<file path="config.mk">
export PLATFORM = sky130hd
export DESIGN_NAME = hockey_match_ctrl_flat
export DESIGN_NICKNAME = d
export VERILOG_FILES = /design/src/rtl/hockey_match_ctrl_if.sv /design/src/rtl/hockey_match_ctrl.sv /design/src/flat_wrapper.sv
export SDC_FILE = /design/constraint.sdc
export NUM_CORES = 1
export LEC_CHECK = 0
export CAP_MARGIN = 20
export CORE_MARGIN = 2
export CORE_UTILIZATION = 40
export CTS_CLUSTER_DIAMETER = 30
export DETAILED_ROUTE_END_ITERATION = 8
export PLACE_DENSITY = 0.7
export SETUP_SLACK_MARGIN = 0.3
export SYNTH_ARGS = -nofsm -noshare
export SYNTH_HDL_FRONTEND = slang
export SYNTH_SLANG_ARGS = --single-unit
</file>
<file path="constraint.sdc">
create_clock -name clk -period 1.7 [get_ports clk]
set_input_delay 0.17 -clock clk [delete_from_list [all_inputs] [get_ports clk]]
set_output_delay 0.17 -clock clk [all_outputs]
set_load 0.02 [all_outputs]
</file>
<file path="src/rtl/hockey_match_ctrl_if.sv">
// Signal bundle between the match sequencer and its environment.
// The player buttons and core goal pulses go in; match flow, scores and winner come out.
interface hockey_match_ctrl_if #(
  parameter int SCORE_W = 3
);
  logic               BTNA;
  logic               BTNB;
  logic               goal_a;
  logic               goal_b;
  logic               core_en;
  logic               round_start;
  logic               serve_a;
  logic [SCORE_W-1:0] score_a;
  logic [SCORE_W-1:0] score_b;
  logic [1:0]         winner;
  logic [2:0]         state_o;

  modport master (
    output BTNA, BTNB, goal_a, goal_b,
    input  core_en, round_start, serve_a, score_a, score_b, winner, state_o
  );

  modport slave (
    input  BTNA, BTNB, goal_a, goal_b,
    output core_en, round_start, serve_a, score_a, score_b, winner, state_o
  );
endinterface

</file>
<file path="src/rtl/hockey_match_ctrl.sv">
// Match sequencer above the hockey core: serve/play/show/game-over flow,
// button edge detection, goal counting, serve alternation and winner detection.
module hockey_match_ctrl #(
  parameter int WIN_SCORE   = 3,
  parameter int SCORE_W     = 3,
  parameter int SHOW_CYCLES = 4
) (
  input  logic                clk,
  input  logic                rst,
  hockey_match_ctrl_if.slave  bus
);
  localparam int CNT_W = (SHOW_CYCLES > 1) ? $clog2(SHOW_CYCLES) : 1;
  localparam logic [SCORE_W-1:0] WIN = SCORE_W'(WIN_SCORE);
  localparam logic [CNT_W-1:0] SHOW_LOAD = CNT_W'(SHOW_CYCLES - 1);

  typedef enum logic [2:0] {
    IDLE       = 3'd0,
    WAIT_SERVE = 3'd1,
    PLAY       = 3'd2,
    SHOW       = 3'd3,
    GAME_OVER  = 3'd4
  } state_t;

  state_t             r_state, w_state_next;
  logic               r_prev_a, r_prev_b;
  logic               r_core_en, w_core_en_next;
  logic               r_round_start, w_round_start_next;
  logic               r_serve_a, w_serve_a_next;
  logic [SCORE_W-1:0] r_score_a, w_score_a_next;
  logic [SCORE_W-1:0] r_score_b, w_score_b_next;
  logic [1:0]         r_winner, w_winner_next;
  logic [CNT_W-1:0]   r_show_cnt, w_show_cnt_next;

  logic               w_rise_a, w_rise_b;
  logic [SCORE_W-1:0] w_inc_a, w_inc_b;

  assign w_rise_a = bus.BTNA & ~r_prev_a;
  assign w_rise_b = bus.BTNB & ~r_prev_b;
  assign w_inc_a  = r_score_a + SCORE_W'(1);
  assign w_inc_b  = r_score_b + SCORE_W'(1);

  // History resets high so a button held through reset produces no edge.
  always_ff @(posedge clk) begin
    if (rst) begin
      r_state       <= IDLE;
      r_prev_a      <= 1'b1;
      r_prev_b      <= 1'b1;
      r_core_en     <= 1'b0;
      r_round_start <= 1'b0;
      r_serve_a     <= 1'b1;
      r_score_a     <= '0;
      r_score_b     <= '0;
      r_winner      <= 2'b00;
      r_show_cnt    <= '0;
    end else begin
      r_state       <= w_state_next;
      r_prev_a      <= bus.BTNA;
      r_prev_b      <= bus.BTNB;
      r_core_en     <= w_core_en_next;
      r_round_start <= w_round_start_next;
      r_serve_a     <= w_serve_a_next;
      r_score_a     <= w_score_a_next;
      r_score_b     <= w_score_b_next;
      r_winner      <= w_winner_next;
      r_show_cnt    <= w_show_cnt_next;
    end
  end

  always_comb begin
    w_state_next       = r_state;
    w_round_start_next = 1'b0;
    w_serve_a_next     = r_serve_a;
    w_score_a_next     = r_score_a;
    w_score_b_next     = r_score_b;
    w_winner_next      = r_winner;
    w_show_cnt_next    = r_show_cnt;

    case (r_state)
      IDLE: begin
        if (w_rise_a | w_rise_b) begin
          w_state_next   = WAIT_SERVE;
          w_serve_a_next = 1'b1;
        end
      end
      WAIT_SERVE: begin
        if (r_serve_a ? w_rise_a : w_rise_b) begin
          w_state_next       = PLAY;
          w_round_start_next = 1'b1;
        end
      end
      PLAY: begin
        // Simultaneous goals are treated as a glitch and ignored.
        if (bus.goal_a && !bus.goal_b) begin
          w_score_a_next = w_inc_a;
          w_serve_a_next = 1'b0;
          if (w_inc_a == WIN) begin
            w_state_next  = GAME_OVER;
            w_winner_next = 2'b01;
          end else begin
            w_state_next    = SHOW;
            w_show_cnt_next = SHOW_LOAD;
          end
        end else if (bus.goal_b && !bus.goal_a) begin
          w_score_b_next = w_inc_b;
          w_serve_a_next = 1'b1;
          if (w_inc_b == WIN) begin
            w_state_next  = GAME_OVER;
            w_winner_next = 2'b10;
          end else begin
            w_state_next    = SHOW;
            w_show_cnt_next = SHOW_LOAD;
          end
        end
      end
      SHOW: begin
        if (r_show_cnt == '0) w_state_next = WAIT_SERVE;
        else                  w_show_cnt_next = r_show_cnt - CNT_W'(1);
      end
      GAME_OVER: begin
        if (w_rise_a | w_rise_b) begin
          w_state_next   = IDLE;
          w_score_a_next = '0;
          w_score_b_next = '0;
          w_winner_next  = 2'b00;
          w_serve_a_next = 1'b1;
        end
      end
      default: w_state_next = IDLE;
    endcase

    w_core_en_next = (w_state_next == PLAY);
  end

  assign bus.core_en     = r_core_en;
  assign bus.round_start = r_round_start;
  assign bus.serve_a     = r_serve_a;
  assign bus.score_a     = r_score_a;
  assign bus.score_b     = r_score_b;
  assign bus.winner      = r_winner;
  assign bus.state_o     = r_state;
endmodule

</file>
<file path="src/flat_wrapper.sv">
// flat-port wrapper written by rule: the top's interface ports become plain ports
module hockey_match_ctrl_flat 
#(
  parameter int WIN_SCORE   = 3,
  parameter int SCORE_W     = 3,
  parameter int SHOW_CYCLES = 4
)
  (clk, rst, bus_BTNA, bus_BTNB, bus_goal_a, bus_goal_b, bus_core_en, bus_round_start, bus_serve_a, bus_score_a, bus_score_b, bus_winner, bus_state_o);
  hockey_match_ctrl_if #(.SCORE_W(SCORE_W)) bus_i ();
  input  logic clk;
  input  logic rst;
  input wire logic [$bits(bus_i.BTNA)-1:0] bus_BTNA;
  input wire logic [$bits(bus_i.BTNB)-1:0] bus_BTNB;
  input wire logic [$bits(bus_i.goal_a)-1:0] bus_goal_a;
  input wire logic [$bits(bus_i.goal_b)-1:0] bus_goal_b;
  output wire logic [$bits(bus_i.core_en)-1:0] bus_core_en;
  output wire logic [$bits(bus_i.round_start)-1:0] bus_round_start;
  output wire logic [$bits(bus_i.serve_a)-1:0] bus_serve_a;
  output wire logic [$bits(bus_i.score_a)-1:0] bus_score_a;
  output wire logic [$bits(bus_i.score_b)-1:0] bus_score_b;
  output wire logic [$bits(bus_i.winner)-1:0] bus_winner;
  output wire logic [$bits(bus_i.state_o)-1:0] bus_state_o;
  assign bus_i.BTNA = bus_BTNA;
  assign bus_i.BTNB = bus_BTNB;
  assign bus_i.goal_a = bus_goal_a;
  assign bus_i.goal_b = bus_goal_b;
  assign bus_core_en = bus_i.core_en;
  assign bus_round_start = bus_i.round_start;
  assign bus_serve_a = bus_i.serve_a;
  assign bus_score_a = bus_i.score_a;
  assign bus_score_b = bus_i.score_b;
  assign bus_winner = bus_i.winner;
  assign bus_state_o = bus_i.state_o;
  hockey_match_ctrl #(.WIN_SCORE(WIN_SCORE), .SCORE_W(SCORE_W), .SHOW_CYCLES(SHOW_CYCLES)) u_core (.clk(clk), .rst(rst), .bus(bus_i));
endmodule
</file>
==> impl_summary.log <==
[metrics] largest driver fanout on the critical path: 4
[metrics] wire length of the first global-routing pass: 3930 µm
[metrics] clock root buffer master: sky130_fd_sc_hd__clkbuf_4
[metrics] number of global-route vias before repair: 921
[metrics] Least-Margin Pin Slew: 0.493 ns
[metrics] count of nets after finishing: 169
[metrics] HP Class: in -> reg
[metrics] Mapped Area: 1000 µm²
[metrics] worst voltage drop across the vdd grid: 507 µV
[metrics] FP Rows: 18
[metrics] number of port buffers: 19
[metrics] area fraction in and, or, nand and nor cells after synthesis: 0.285
[metrics] final worst path period need: 1.45 ns
[metrics] Worst path depth: 6
[metrics] max-cap viol count: 0
[metrics] synth-to-layout area growth: 54.6%
[metrics] number of buffers inserted during clock tree synthesis: 3
[metrics] register area share after synthesis: 0.360
[metrics] area of the placeable core: 2430 µm²
[metrics] clk_lat worst skew: 0.30 ns
[metrics] Reg-to-Reg Start: u_core.bus.score_b[0]$_SDFFE_PP0P_
[metrics] Synth cell types: 38
[metrics] terminus of the critical flop-to-flop path: u_core.r_show_cnt[1]$_SDFFE_PP0P_
[metrics] fraction of layout instances using a drive strength above 1: 0.414
[metrics] Die Span Y: 54.0 µm
[metrics] Worst EP required: 1.88 ns
[metrics] Die W: 54.0 µm
[metrics] total negative setup slack: 0 ns
[metrics] global route overflow: 0
[metrics] cells traversed along the worst timing path: ha_4 -> xnor2_4 -> nand2_2 -> a21o_4 -> a211oi_4 -> a211oi_2
[metrics] DR iter-0 viols: 25
[metrics] peak clock frequency supported by timing: 0.690 GHz
[metrics] average wire per cell in the routed design: 13.5 µm
[metrics] clk slew on worst S/H paths: 0.11 ns
[metrics] Sink Count: 18
[metrics] count of pins over their slew limit: 0
[metrics] Synth Register Bits: 18
[metrics] power per cell area: 488 nW/µm²
[metrics] Antenna Violating Nets Remaining: 0
[metrics] relative slew slack: 0.670
[metrics] Worst Hold Path EP: u_core.r_prev_b$_SDFF_PP1_
[metrics] post-DP HPWL: 1720 µm
[metrics] total DRC errors in the routed layout: 0
[metrics] Synth Instances: 117
[metrics] worst hold path startpoint: bus_BTNB
[metrics] cells on worst reg2reg path: 6
[metrics] Routability Congestion: 0.803
[metrics] nets in the synthesized netlist: 128
[metrics] sort of element at the end of the critical path: flip-flop
[metrics] vias: 985
[metrics] clock tree from TritonCTS: yes
[metrics] average footprint of a synthesized cell: 8.54 µm²
[metrics] multiplexer share of the synthesized area: 0.0213
[metrics] standard cell with the maximum stage delay on the critical path: sky130_fd_sc_hd__dfxtp_4
[metrics] maximum clock insertion buffer count: 2
[metrics] Slowest Stage Delay on Critical Path: 0.37 ns
[metrics] Initial DRT Pass Iterations: 4
[metrics] minimum setup slack among reg-to-reg paths: 0.25 ns
[metrics] Top-Level Pins: 20
[metrics] compound-cell area share of the yosys netlist: 0.200
[metrics] number of H-tree levels: 1
[metrics] clk_skew: 0.00759 ns
[metrics] Final Routed Wirelength: 2530 µm
[metrics] worst path buffer plus inverter count: 0
[metrics] setup repair after global routing missed its margin: yes
[metrics] number of antenna violations at the first check in global routing: 0
[metrics] number of antenna repair diodes: 0
[metrics] number of buffers added to fix hold violations after cts: 0
[metrics] starting density of the core: 0.411
[metrics] Hold WS: 0.463 ns
[metrics] crit path kind: reg -> reg
[metrics] Critical Path Source Type: flip-flop
[metrics] utilization after layout: 0.635
[metrics] cell family contributing the most delay on the critical path: compound AO/OA/AOI/OAI gates
[metrics] pin count of the biggest net entering global routing: 13
[metrics] dominant combinational cell family by area after synthesis: simple AND/OR/NAND/NOR gates
[metrics] count of cells along the worst hold path: 2
[metrics] data arrival time at the worst-slack endpoint: 1.63 ns
[metrics] floorplan die area: 2910 µm²
[metrics] post-synthesis share of cell area spent on xor and xnor gates: 0.0175
[metrics] final setup fails: 0
[metrics] final count of hold timing violations: 0
[metrics] Leak: 0.630 nW
[metrics] vias per cell: 5.27
[metrics] final clock period utilization by the worst path: 0.853
[metrics] Synth Area in Adders: 0.0626
[metrics] gr usage total: 0.190
[metrics] Tot Pwr: 0.754 mW
[metrics] warnings from Yosys: 0
[metrics] status: finished clean
## per-layer routing
layer,part of all wire,GRT usage,up-vias
met5,0,0,-
met4,0.013,0.100,0
met3,0.018,0.0333,4
met2,0.51,0.327,13
met1,0.46,0.224,470
li1,-,-,498
## cell type report
cell class	instances	area, µm²
clock buffers	4	26.3
fillers	201	887
inverters	5	18.8
multi-input cells	89	732
flip-flops and latches	18	379
well taps	30	37.5
repair buffers	41	352
## cells in the final DEF, fill, tap and decap left out, drive strengths merged, types with 3 or more instances in the layout
cell / n
buf: 21
nor2b: 5
nand2b: 5
nand2: 6
clkdlybuf4s50: 5
nand3: 4
nor2: 14
dlygate4sd2: 12
clkbuf: 5
dfxtp: 18
o21ai: 7
ha: 5
nor3: 3
inv: 5
a211oi: 4
a21oi: 10
## power by group
group | internal [mW] | switching [mW] | total, mW
clock | 0.0913 | 0.132 | 0.224
sequential | 0.424 | 0.0117 | 0.436
combinational | 0.0483 | 0.0461 | 0.0944
total | 0.564 | 0.190 | 0.754
## cell families after synthesis
logic type | count (synthesis)
buf+inv | 10
mux | 2
simple gates | 49
xor+xnor | 2
fa+ha+maj | 5
compound gates | 31
flops | 18
## synth_stat cells (all sizes together)
cell type | n | share of area
ha | 5 | 0.063
nand2 | 6 | 0.023
a2bb2oi | 1 | 0.0088
mux2 | 1 | 0.011
and2 | 2 | 0.015
nand2b | 5 | 0.034
nor3 | 3 | 0.015
nand3 | 4 | 0.020
or2b | 1 | 0.0075
mux2i | 1 | 0.010
or4 | 1 | 0.011
a211oi | 4 | 0.035
buf | 3 | 0.026
nand3b | 2 | 0.015
o31ai | 2 | 0.015
dfxtp | 18 | 0.36
a21o | 1 | 0.0088
a31oi | 1 | 0.0063
nor2b | 5 | 0.031
xnor2 | 2 | 0.018
o311ai | 1 | 0.0088
nor2 | 14 | 0.053
or2 | 2 | 0.013
inv | 5 | 0.019
a221oi | 1 | 0.0088
a311oi | 1 | 0.0088
o211ai | 2 | 0.015
o21ai | 7 | 0.035
clkbuf | 2 | 0.0075
a21oi | 10 | 0.050
nand4b | 2 | 0.018
nor3b | 2 | 0.031
## flip-flops by register name, summed over array words and instances (netlist names)
signal                  count
u_core.bus.serve_a          1
u_core.r_show_cnt           2
u_core.bus.round_start      1
u_core.bus.score_a          3
u_core.r_prev_b             1
u_core.bus.score_b          3
u_core.bus.state_o          3
u_core.bus.winner           2
u_core.r_prev_a             1
u_core.bus.core_en          1
## metrics by stage
stage,cell area (µm²),worst slack (ns),cells
after floorplan,1060,0.303,117
after global placement,1300,0.0303,168
after detailed placement,1300,-0.0222,168
after CTS,1400,0.273,177
after global routing,1550,0.166,187
final,1550,0.250,187
## timing repair
action / 4_1_cts / 5_1_grt
gates cloned: 0 / 1
resized for setup: 24 / 21
setup buffers: 5 / 9
endpoints found under the setup margin: 25 / 17
pin swaps: 4 / 9
## how the worst max path moves through the flow
stage | startpoint | endpoint
after global placement | bus_goal_b | u_core.bus.state_o[1]$_SDFF_PP0_
after detailed placement | bus_goal_b | u_core.r_show_cnt[0]$_SDFFE_PP0P_
after global routing | u_core.bus.score_a[1]$_SDFFE_PP0P_ | u_core.bus.state_o[1]$_SDFF_PP0_
final | u_core.bus.score_b[0]$_SDFFE_PP0P_ | u_core.r_show_cnt[1]$_SDFFE_PP0P_
after CTS | u_core.bus.score_a[0]$_SDFFE_PP0P_ | u_core.r_show_cnt[0]$_SDFFE_PP0P_
after floorplan | u_core.bus.state_o[1]$_SDFF_PP0_ | u_core.bus.score_b[2]$_SDFFE_PP0P_
No activity file was read; power rests on OpenSTA's default activity.
